<file path="src/rtl/dmem_access_unit.sv">
// dmem_access_unit
//   MEM-stage data-memory access unit. Takes the load/store held in the M
//   stage, issues one request on a valid/ready bus to a multi-cycle memory,
//   stalls the pipeline until the access completes, and returns size/sign
//   adjusted load data. Misaligned or illegal-size accesses complete with
//   memfault set and never reach the bus.
//
// Handshake: a request transfers on a rising edge where bus_valid && bus_ready
//   are both 1. While bus_valid is 1 the payload (bus_we, bus_addr, bus_wdata,
//   bus_wstrb) is held stable and bus_valid is not withdrawn until accepted.
//   Read data is taken on the first bus_rvalid after acceptance; bus_rvalid
//   is ignored at any other time.
//
// Ports
//   clk, rst_n          clock, asynchronous active-low reset
//   memreqM, memwriteM  M-stage memory instruction present / is a store
//   funct3M, addrM      size/sign code, byte address
//   wdataM              low-aligned store data
//   stallMem            hold F/D/E/M this cycle (combinational)
//   rdataM, memfault    load result / fault flag, updated when DONE is entered
//   bus_*               registered request bus and read-return inputs
//   dbgState            current FSM state (IDLE=0, REQ=1, WAIT_R=2, DONE=3)
module dmem_access_unit #(
  parameter int ADDR_W = 32,
  parameter int DATA_W = 32
) (
  input  logic              clk,
  input  logic              rst_n,
  input  logic              memreqM,
  input  logic              memwriteM,
  input  logic [2:0]        funct3M,
  input  logic [ADDR_W-1:0] addrM,
  input  logic [DATA_W-1:0] wdataM,
  output logic              stallMem,
  output logic [DATA_W-1:0] rdataM,
  output logic              memfault,
  output logic              bus_valid,
  input  logic              bus_ready,
  output logic              bus_we,
  output logic [ADDR_W-1:0] bus_addr,
  output logic [DATA_W-1:0] bus_wdata,
  output logic [3:0]        bus_wstrb,
  input  logic              bus_rvalid,
  input  logic [DATA_W-1:0] bus_rdata,
  output logic [1:0]        dbgState
);

  typedef enum logic [1:0] {IDLE = 2'd0, REQ = 2'd1, WAIT_R = 2'd2, DONE = 2'd3} state_t;

  state_t            state, stateNext;
  logic [2:0]        funct3Q;    // size/sign of the access in flight
  logic [1:0]        offQ;       // byte offset of the access in flight
  logic              sizeOk, aligned, accessOk;
  logic [3:0]        wstrbNext;
  logic [DATA_W-1:0] wdataNext;
  logic [DATA_W-1:0] loadData;
  logic [7:0]        byteSel;
  logic [15:0]       halfSel;

  assign dbgState = state;

  // In DONE the pipeline advances so the finished instruction leaves M.
  assign stallMem = memreqM && (state != DONE);

  // Legality of the M-stage access: unsigned loads have no store form.
  always_comb begin
    sizeOk  = 1'b0;
    aligned = 1'b0;
    case (funct3M)
      3'b000: begin sizeOk = 1'b1;       aligned = 1'b1;             end
      3'b001: begin sizeOk = 1'b1;       aligned = ~addrM[0];        end
      3'b010: begin sizeOk = 1'b1;       aligned = (addrM[1:0] == 2'b00); end
      3'b100: begin sizeOk = ~memwriteM; aligned = 1'b1;             end
      3'b101: begin sizeOk = ~memwriteM; aligned = ~addrM[0];        end
      default: begin sizeOk = 1'b0;      aligned = 1'b0;             end
    endcase
    accessOk = sizeOk && aligned;
  end

  // Store lanes: data is replicated so the memory only needs the strobes.
  always_comb begin
    wstrbNext = 4'b0000;
    wdataNext = wdataM;
    case (funct3M[1:0])
      2'b00: begin
        wstrbNext = 4'b0001 << addrM[1:0];
        wdataNext = {4{wdataM[7:0]}};
      end
      2'b01: begin
        wstrbNext = addrM[1] ? 4'b1100 : 4'b0011;
        wdataNext = {2{wdataM[15:0]}};
      end
      default: wstrbNext = 4'b1111;
    endcase
    if (!memwriteM) wstrbNext = 4'b0000;
  end

  // Load extract from the returned word using the latched offset and size.
  always_comb begin
    case (offQ)
      2'd0:    byteSel = bus_rdata[7:0];
      2'd1:    byteSel = bus_rdata[15:8];
      2'd2:    byteSel = bus_rdata[23:16];
      default: byteSel = bus_rdata[31:24];
    endcase
    halfSel = offQ[1] ? bus_rdata[31:16] : bus_rdata[15:0];
    case (funct3Q)
      3'b000:  loadData = {{24{byteSel[7]}}, byteSel};
      3'b001:  loadData = {{16{halfSel[15]}}, halfSel};
      3'b100:  loadData = {24'd0, byteSel};
      3'b101:  loadData = {16'd0, halfSel};
      default: loadData = bus_rdata;
    endcase
  end

  always_comb begin
    stateNext = state;
    case (state)
      IDLE:    if (memreqM) stateNext = accessOk ? REQ : DONE;
      REQ:     if (bus_ready) stateNext = bus_we ? DONE : WAIT_R;
      WAIT_R:  if (bus_rvalid) stateNext = DONE;
      DONE:    stateNext = IDLE;
      default: stateNext = IDLE;
    endcase
  end

  always_ff @(posedge clk or negedge rst_n) begin
    if (!rst_n) state <= IDLE;
    else        state <= stateNext;
  end

  // Registered bus payload and results. The payload is captured once in
  // IDLE and left untouched afterwards, which keeps it stable through REQ.
  always_ff @(posedge clk or negedge rst_n) begin
    if (!rst_n) begin
      bus_valid <= 1'b0;
      bus_we    <= 1'b0;
      bus_addr  <= '0;
      bus_wdata <= '0;
      bus_wstrb <= 4'b0000;
      rdataM    <= '0;
      memfault  <= 1'b0;
      funct3Q   <= 3'b000;
      offQ      <= 2'b00;
    end else begin
      case (state)
        IDLE: begin
          if (memreqM && accessOk) begin
            bus_valid <= 1'b1;
            bus_we    <= memwriteM;
            bus_addr  <= {addrM[ADDR_W-1:2], 2'b00};
            bus_wdata <= wdataNext;
            bus_wstrb <= wstrbNext;
            funct3Q   <= funct3M;
            offQ      <= addrM[1:0];
          end else if (memreqM) begin
            memfault <= 1'b1;
          end
        end
        REQ: begin
          if (bus_ready) begin
            bus_valid <= 1'b0;
            if (bus_we) memfault <= 1'b0;
          end
        end
        WAIT_R: begin
          if (bus_rvalid) begin
            rdataM   <= loadData;
            memfault <= 1'b0;
          end
        end
        default: ;
      endcase
    end
  end

endmodule

</file>
<file path="config.mk">
export PLATFORM = sky130hd
export DESIGN_NAME = dmem_access_unit
export DESIGN_NICKNAME = d
export VERILOG_FILES = /design/src/rtl/dmem_access_unit.sv
export SDC_FILE = /design/constraint.sdc
export NUM_CORES = 1
export LEC_CHECK = 0
export CORE_MARGIN = 2
export CORE_UTILIZATION = 44
export CTS_CLUSTER_SIZE = 28
export DETAILED_ROUTE_END_ITERATION = 7
export GPL_TIMING_DRIVEN = 0
export PLACE_DENSITY = 0.84
export REMOVE_ABC_BUFFERS = 1
export SYNTH_ARGS = -nofsm -noshare
export SYNTH_HDL_FRONTEND = slang
export SYNTH_SLANG_ARGS = --single-unit
</file>
<file path="constraint.sdc">
create_clock -name clk -period 2 [get_ports clk]
set_input_delay 0.2 -clock clk [delete_from_list [all_inputs] [get_ports clk]]
set_output_delay 0.2 -clock clk [all_outputs]
set_load 0.05 [all_outputs]
</file>
# Word-level counts from Yosys, hierarchy flattened
# Cells that the tools add are included.
dict set report classes {
  add_sub_neg 0
  mul 0
  n_div 0
  order_cmp 0
  n_eq_ne 20
  shift 1
  muxes 24
  bitwise_logic 2
  reduce_logical 20
}
# op n
set op_table {}
lappend op_table {{case mux 32 bit (4 select lines)} 1}
lappend op_table {{case mux 32 bit (2 select lines)} 1}
lappend op_table {{case mux 8 bit (3 select lines)} 1}
lappend op_table {{2-to-1 mux 16 bit} 1}
lappend op_table {{!= test 2 bit (second input constant)} 7}
lappend op_table {{equality test 3 bit (second input constant)} 4}
lappend op_table {{logical NOT 2 bit} 4}
lappend op_table {{2-to-1 mux 1 bit} 8}
lappend op_table {{2-to-1 mux 2 bit} 4}
lappend op_table {{2-to-1 mux 4 bit} 2}
lappend op_table {{case mux 2 bit (4 select lines)} 1}
lappend op_table {{case mux 4 bit (2 select lines)} 1}
lappend op_table {{equality test 2 x 1 -> 1 bit (second input constant)} 3}
lappend op_table {{equality test 2 bit (second input constant)} 3}
lappend op_table {{equality test 3 x 1 -> 1 bit (second input constant)} 2}
lappend op_table {{logical NOT 3 bit} 2}
lappend op_table {{case mux 1 bit (3 select lines)} 2}
lappend op_table {{AND reduction 3 bit} 2}
lappend op_table {{AND reduction 6 bit} 1}
lappend op_table {{OR reduction 2 bit} 3}
lappend op_table {{case mux 1 bit (2 select lines)} 2}
lappend op_table {{AND reduction 2 bit} 2}
lappend op_table {{<< shifter 1 x 2 -> 4 bit (first input constant)} 1}
lappend op_table {{equality test 3 x 2 -> 1 bit (second input constant)} 1}
lappend op_table {{5 further kinds} 8}
dict set report totals {
  regBits 108
  latchBits 0
  mem_bits_rw 0
  romBits 0
  out_inout_bits 106
  elab_cells 77
  mem_count 0
}

# Depth between registers and ports, before layout
dict set report logic_depth {
  ltp_word 7
  mapped_depth 8
  depth_no_buf 6
}

# Least setup slack after synthesis
# Ideal clock, no wire load.
dict set report synth_path {
  path_type {reg2reg}
  startpoint {register state[0] (netlist: dbgState[0])}
  endpoint {register memfault}
  setup_time_ns 0.120
  arrival_ns 1.925
  required_time_ns 1.880
  setup_slack_ns -0.045
  stages_incl_launch_ff 7
  n_path_buf 0
  synth_period_minus_slack_ns 2.045
  cell_sequence {dfrtp_1 > inv_1 > ha_1 > inv_1 > o221ai_1 > o41a_1 > a31o_2}
}
dict set report synth_via {
  elab_chain_len 3
  elab_cells_between_ends 11
  cone_classes {eq/ne: 7; mux: 1; reduce/logical: 3}
}
# element line
set synth_lines {}
lappend synth_lines {{start, declared} 50} ;# state_t state, stateNext;
lappend synth_lines {{start signal, assigned} 129} ;# else state <= stateNext;
lappend synth_lines {{equality test 2 x 1 -> 1 bit (tied with other cells)} 146} ;# case (state)
lappend synth_lines {{!= test 2 bit (no line) or nonzero test 3 bit (tied branches)} n/a}
lappend synth_lines {{AND reduction 6 bit (no line)} n/a}
lappend synth_lines {{end signal, assigned} 142} ;# memfault <= 1'b0;
lappend synth_lines {{end signal, assigned} 157} ;# memfault <= 1'b1;
lappend synth_lines {{end signal, assigned} 163} ;# if (bus_we) memfault <= 1'b0;
lappend synth_lines {{end, declared} 36} ;# output logic memfault,
# Several ways; a longest one is shown, not always the timed one.
# A chain may end at the register's enable or synchronous reset.

# Worst setup path in the final report
dict set report layout_path {
  startpoint {register offQ[1]}
  endpoint {register rdataM[15]}
}
dict set report layout_via {
  elab_chain_len 3
  elab_cells_between_ends 6
  cone_classes {eq/ne: 2; mux: 3; reduce/logical: 1}
}
# element line
set layout_lines {}
lappend layout_lines {{start, declared} 52} ;# logic [1:0] offQ;
lappend layout_lines {{start signal, assigned} 155} ;# offQ <= addrM[1:0];
lappend layout_lines {{equality test 2 bit (tied with other cells)} 100} ;# case (offQ)
lappend layout_lines {{case mux 8 bit (3 select lines)} 100}
lappend layout_lines {{case mux 32 bit (4 select lines) *} 107} ;# case (funct3Q)
lappend layout_lines {{end signal, assigned} 168} ;# rdataM <= loadData;
lappend layout_lines {{end, declared} 35} ;# output logic [DATA_W-1:0] rdataM,
# Mark *: on every way between the ends. The rest lies on a longest branch, timed or not.

==> results.md <==
* CP max FO at 22
* Maximum clock path buffer count at 2
* DP Worst Slack at -1.36 ns
* Pwr dens at approximately 1800 nW/um2
* Hold Slack at 0.365 ns
* Slew HR at between 20% and 30%
* Grt ovf at 0
* Async set-reset flop share out of synthesis at between 90% and 100%
* Pint at between 0.006 and 0.007 W
* Status: finished, final reports clean
* WS Path Type: reg2reg
* Fraction of layout cells with a size suffix above 1 at 6.76%
* Die X at 112 um
* P&R area growth vs syn at 48.8%
* Cells after Synth at between 500 and 600
* DR vias/cell at 5.37
* Ys flop type: dfrtp_1
* Iteration-0 DRC Markers at a little under 400
* Final Critical Period at approximately 1.9 ns
* TritonCTS Sinks at 108
* FMAX at approximately 510 MHz
* Clk slew on worst S/H paths at around 0.07 ns
* Crit share post-route at about 100%
* Routability congestion estimate at roughly 0.84
* CP peak stage delay at about 0.66 ns
* Worst skew pair latency at around 0.36 ns
* CTS tree: yes
* Setup violators final at 0
* Avg Inst Size Synth at approximately 9 um2
* IR Drop Worst-Case VDD at 0.00129 V
* Vias at 4901
* Clk pwr share at a little over an eighth
* Diodes inserted at 0
* Die area at 12600 um2
* IO buf count at ~210
* Max-slew violation count at 0
* Final Hold Vio Count at 0
* P_sw at roughly 0.0071 W
* CTS Buf Count at 9
* Static leakage at between 3 and 4 nW
* Top post-synthesis cells by area: dfrtp_1, nand2_1, mux2i_1
* Largest net degree at the start of global routing at 64
* Flop-to-flop setup slack at between 0.05 and 0.06 ns
* Worst slew pin tran at about 1.1 ns
* DR DRC count at 0
* CP max stage cell: dfrtp_2
* Max-Cap Viols at 0
* Seq cells post-synth at between 100 and 150
* Setup crit end kind: flip-flop
* Die Ht at approximately 110 um
* Switching Fraction at between 50% and 60%
* Vias in the first global route at roughly 5.0k
* Initial antenna violation count at 0
* TNS Setup at 0 ns
* I/O pins at 211
* Core Region at 11500 um2
* Worst path arrival time at about 2.2 ns
* Largest area contributor in the netlist: dfrtp_1
* Detailed Route WL at 16100 um
* Filler cells at roughly 900
* Row Count at 39
* Global-route wire length before repair at 25400 um
* Final WS setup at 0.0562 ns
* Worst setup SP type: flip-flop
* Mapped Area at between 5000 and 6000 um2
* Clock Skews at about 0.0045 ns
* Comb power frac at between 50% and 60%
* Flop pwr share at 29.0%
* Clock Tree Root: clkbuf_16
* Synth unique cells at 40
* Worst path required time at between 2 and 2.5 ns
* Worst min path class: in2reg
* Routed len/inst at ~18 um
* CTS H-Tree Depth at 3
* Initial Utilization at a little under half
* DPL Wire Length at approximately 11000 um
* Iteration count of the initial detailed-routing pass at 5
* Post-synth EDFFs at 0
* Crit path cell chain: mux4_2, a211oi_4, a21oi_1
* Top-count cell post-synth: nand2_1
* YS warnings at 0
* Fraction of post-synthesis cell area in the top cell type by area at between 50 and 60%
* Post-route ant nets at 0
* Layout Nets at approximately 870
* Sequential fraction of the synthesis area at a little over half
* Tot GR Track Use at roughly a quarter
* Top cells by count, synth: nand2_1, dfrtp_1, nand3_1
[layout by cell type (no fill, tap or decap), types with 2 or more instances in the layout]
cell / n
nand3b_1: 7
a21oi_4: 3
mux2i_1: 32
clkbuf_16: 9
ha_1: 3
nor2_1: 13
buf_4: 2
nand2_1: 191
o21ai_1: 29
inv_1: 11
conb_1: 2
nor2b_1: 10
clkinv_2: 4
mux2_2: 7
clkdlybuf4s50_1: 204
clkbuf_8: 2
o21ai_0: 30
o221ai_1: 2
a21o_4: 2
dfrtp_2: 3
nor3_1: 3
a21oi_1: 21
nand2b_1: 9
dfrtp_1: 105
a21oi_2: 2
nand3_1: 34
ha_2: 2
[power groups by stage]
| stage | sequential, W | combinational, W | clock, W |
|---|---|---|---|
| global route | 0.00422 | 0.00863 | 0.00196 |
| detailed placement | 0.00407 | 0.00803 | 0 |
| floorplan | 0.00743 | 0.00170 | 0 |
| CTS | 0.00407 | 0.00814 | 0.00187 |
| global placement | 0.00402 | 0.00789 | 0 |
| finish | 0.00408 | 0.00816 | 0.00184 |
[metal layers]
| layer | vias up | share of wire, % | global-route usage [%] |
|---|---|---|---|
| li1 | 2297 | - | - |
| met3 | 25 | 10 | 9.29 |
| met1 | 2360 | 39 | 30.0 |
| met5 | - | 0 | 0 |
| met2 | 219 | 48 | 42.5 |
| met4 | 0 | 1.9 | 9.51 |
[worst max-delay path, delay by kind of cell (launching register included)]
kind | cells | cell delay (ns)
DFF | 1 | 0.66
muxes | 1 | 0.60
AOI/OAI and AO/OA | 2 | 0.55
[cell families after synthesis]
group           Yosys count  synth area share, %
simple gates            272                 22.3
flops                   108                 52.2
compound gates          100                 11.3
buf+inv                  49                 4.67
mux                      40                 8.15
fa+ha+maj                 5                 1.21
other cells               1               0.0725
[flip-flops by register name, summed over array words and instances (netlist names)]
register	flops
bus_addr	30
bus_valid	1
bus_wdata	32
bus_we	1
bus_wstrb	4
dbgState	2
funct3Q	3
memfault	1
offQ	2
rdataM	32
[final cells by class]
type                    instances  area (um2)  area share (%)
flip-flops and latches        108        2710            35.2
multi-input cells             423        2350            30.5
repair buffers                211        2120            27.5
clock buffers                  11         253            3.28
well taps                     143         179            2.32
clock inverters                 5        50.0           0.650
inverters                      11        41.3           0.536
[per-stage QoR]
| stage | area [um2] | std cells | power (W) | util (%) |
|---|---|---|---|---|
| after floorplan | 4980 | 538 | 0.00913 | - |
| after global placement | 7240 | 889 | 0.0119 | 63.1 |
| after detailed placement | 7270 | 890 | 0.0121 | 63.4 |
| after CTS | 7650 | 911 | 0.0141 | 66.7 |
| after global routing | 7700 | 912 | 0.0148 | 67.1 |
| final | 7700 | 912 | 0.0141 | 67.1 |
[repair_timing]
action,in CTS,in global routing
cloned,3,1
hold buffers,1,0
setup buffers,1,0
resized for setup,19,10
endpoints found under the setup margin,108,52
endpoints found under the hold margin,45,0
pin swaps,4,1
[path summary, 6_finish.rpt]
path / start / to / cells past startpoint
min reg2reg: bus_addr[26]$_DFFE_PN0P_ / bus_addr[26]$_DFFE_PN0P_ / 2
min: addrM[20] / bus_addr[20]$_DFFE_PN0P_ / 3
max reg2reg: offQ[1]$_DFFE_PN0P_ / rdataM[15]$_DFFE_PN0P_ / 3
max in group asynchronous: rst_n / bus_wdata[26]$_DFFE_PN0P_ / 3
max: offQ[1]$_DFFE_PN0P_ / rdataM[15]$_DFFE_PN0P_ / 3
min in group asynchronous: rst_n / rdataM[4]$_DFFE_PN0P_ / 2
Note: power is estimated with default switching activity, not from simulation.
==> variant: new RTL, same settings <==
Reset style: synchronous (`rst_n`), changed in 2 clocked blocks. Comments in the files are not updated.
--- a/src/rtl/dmem_access_unit.sv
+++ b/src/rtl/dmem_access_unit.sv
@@ -126,3 +126,3 @@
 
-  always_ff @(posedge clk or negedge rst_n) begin
+  always_ff @(posedge clk) begin
     if (!rst_n) state <= IDLE;
@@ -133,3 +133,3 @@
   // IDLE and left untouched afterwards, which keeps it stable through REQ.
-  always_ff @(posedge clk or negedge rst_n) begin
+  always_ff @(posedge clk) begin
     if (!rst_n) begin
Check against the original RTL: differs if rst_n is asserted again (counterexample within 4 cycles, from zero or initial values and one cycle with rst_n low); with rst_n held inactive, the same outputs for 4 cycles.
==> variant against the unedited design <==
  * Die area decreased by 6.0%
  * Maximum frequency increased by 1.1%
  * Clock skew increased by 0.0043 ns
  * Area after synthesis decreased by 6.2%
  * Synthesized cell count increased by 6.3%
  * Final area decreased by 5.9%
  * Wire length increased by 0.13%
  * Setup slack improved by 0.020 ns
  * Non-clock buffer count increased by 11
  * Sequential cell count unchanged
  * Register-to-register slack improved by 0.09 ns
Power is not compared: it rests on default switching activity, and its combinational part moved more than twofold at a synthesized area within 25%.
==> variant: results <==
export IMPL_outcome="finished, final reports clean"
export IMPL_startpoint="memwriteM"
export IMPL_place_area_um2=6940
export IMPL_netlist_top_cells_count="156 x nand2_1, 108 x dfxtp_1, 93 x a21oi_1, 44 x o21ai_0"
export IMPL_slowest_stage="clkdlybuf4s50_1"
export IMPL_grtUsageMet2=0.461
export IMPL_ys_types=38
export IMPL_slowest_delay_ns=0.55
export IMPL_postSynthCellCount=611
export IMPL_whs_ns=0.373
export IMPL_yosysSeqAreaShare=0.446
export IMPL_layoutNonFillerInstCount=938
export IMPL_grt_pass1_vias=5066
export IMPL_synth_ff_type="dfxtp_1"
export IMPL_timing_rr_start="dbgState[0]"
export IMPL_wl_met1_um=6170
export IMPL_clkTransAtPathRegs_ns=0.10
export IMPL_met3_length_um=1730
export IMPL_crit_family="buffers and inverters"
export IMPL_vias=5157
export IMPL_cts_root_buffer="clkbuf_8"
export IMPL_gp_congestion=0.858
export IMPL_synthArstFlopShare=0
export IMPL_gr_usage_met3=0.0998
export IMPL_fill_cells=888
export IMPL_dp_cells=914
export IMPL_met2_length_um=7930
export IMPL_min_period_over_period=0.962
export IMPL_hp_start="addrM[22]"
export IMPL_grt_start_max_net_pins=46
export IMPL_drt_iter0_markers=384
export IMPL_num_nets_final=904
export IMPL_worst_clock_skew_ns=0.00877
export IMPL_crit_path_max_fanout=13
export IMPL_wl_um=16200
variant: cell types whose count changed after synthesis, sizes merged, moves of 10 or more:
cell | unedited run | this run
nor2 | 13 | 31
nand3 | 34 | 3
a21oi | 23 | 93
a211oi | 1 | 17
nand2 | 193 | 156
dfrtp | 108 | 0
clkbuf | 15 | 31
dfxtp | 0 | 108
a221oi | 1 | 11
mux2i | 32 | 17
o21ai | 59 | 44
variant: cells by family (layout without fill, tap and decap cells):
| kind of cell | count (synthesis) | count (layout) | synth area share |
|---|---|---|---|
| AOI/OAI and AO/OA | 200 | 201 | 0.254 |
| adders and majority gates | 5 | 5 | 0.0129 |
| other | 1 | 2 | 0.000773 |
| muxes | 25 | 25 | 0.0537 |
| and+or+nand+nor | 210 | 210 | 0.175 |
| DFF | 108 | 108 | 0.446 |
| buffers and inverters | 62 | 247 | 0.0578 |
variant: area by class of cell:
class	instances	area, um^2	area share
clock buffer	10	138	0.0190
timing repair buffer	222	2200	0.304
inverter	10	40.0	0.00553
multi-input combinational	443	2480	0.343
sequential	108	2170	0.300
tap	140	175	0.0242
clock inverter	5	36.3	0.00501
variant: power groups by stage:
stage               clock network (uW)  logic, uW  registers (uW)
global placement                     0       2980            2680
floorplan                            0        926            3680
global route                      1370       3420            2700
detailed placement                   0       3060            2700
finish                            1240       3210            2670
CTS                               1260       3170            2660
variant: timing repair:
item,in CTS,in global routing
hold buffers,0,0
gates cloned,1,0
buffers inserted,3,5
pin swaps,2,3
resized for setup,20,9
endpoints found under the setup margin,109,80
variant: final timing paths:
path,endpoint,cells past startpoint
setup / recovery,bus_addr[14],8
hold / removal,bus_addr[22],3
setup reg to reg,bus_addr[14],8
hold reg to reg,bus_addr[23],2
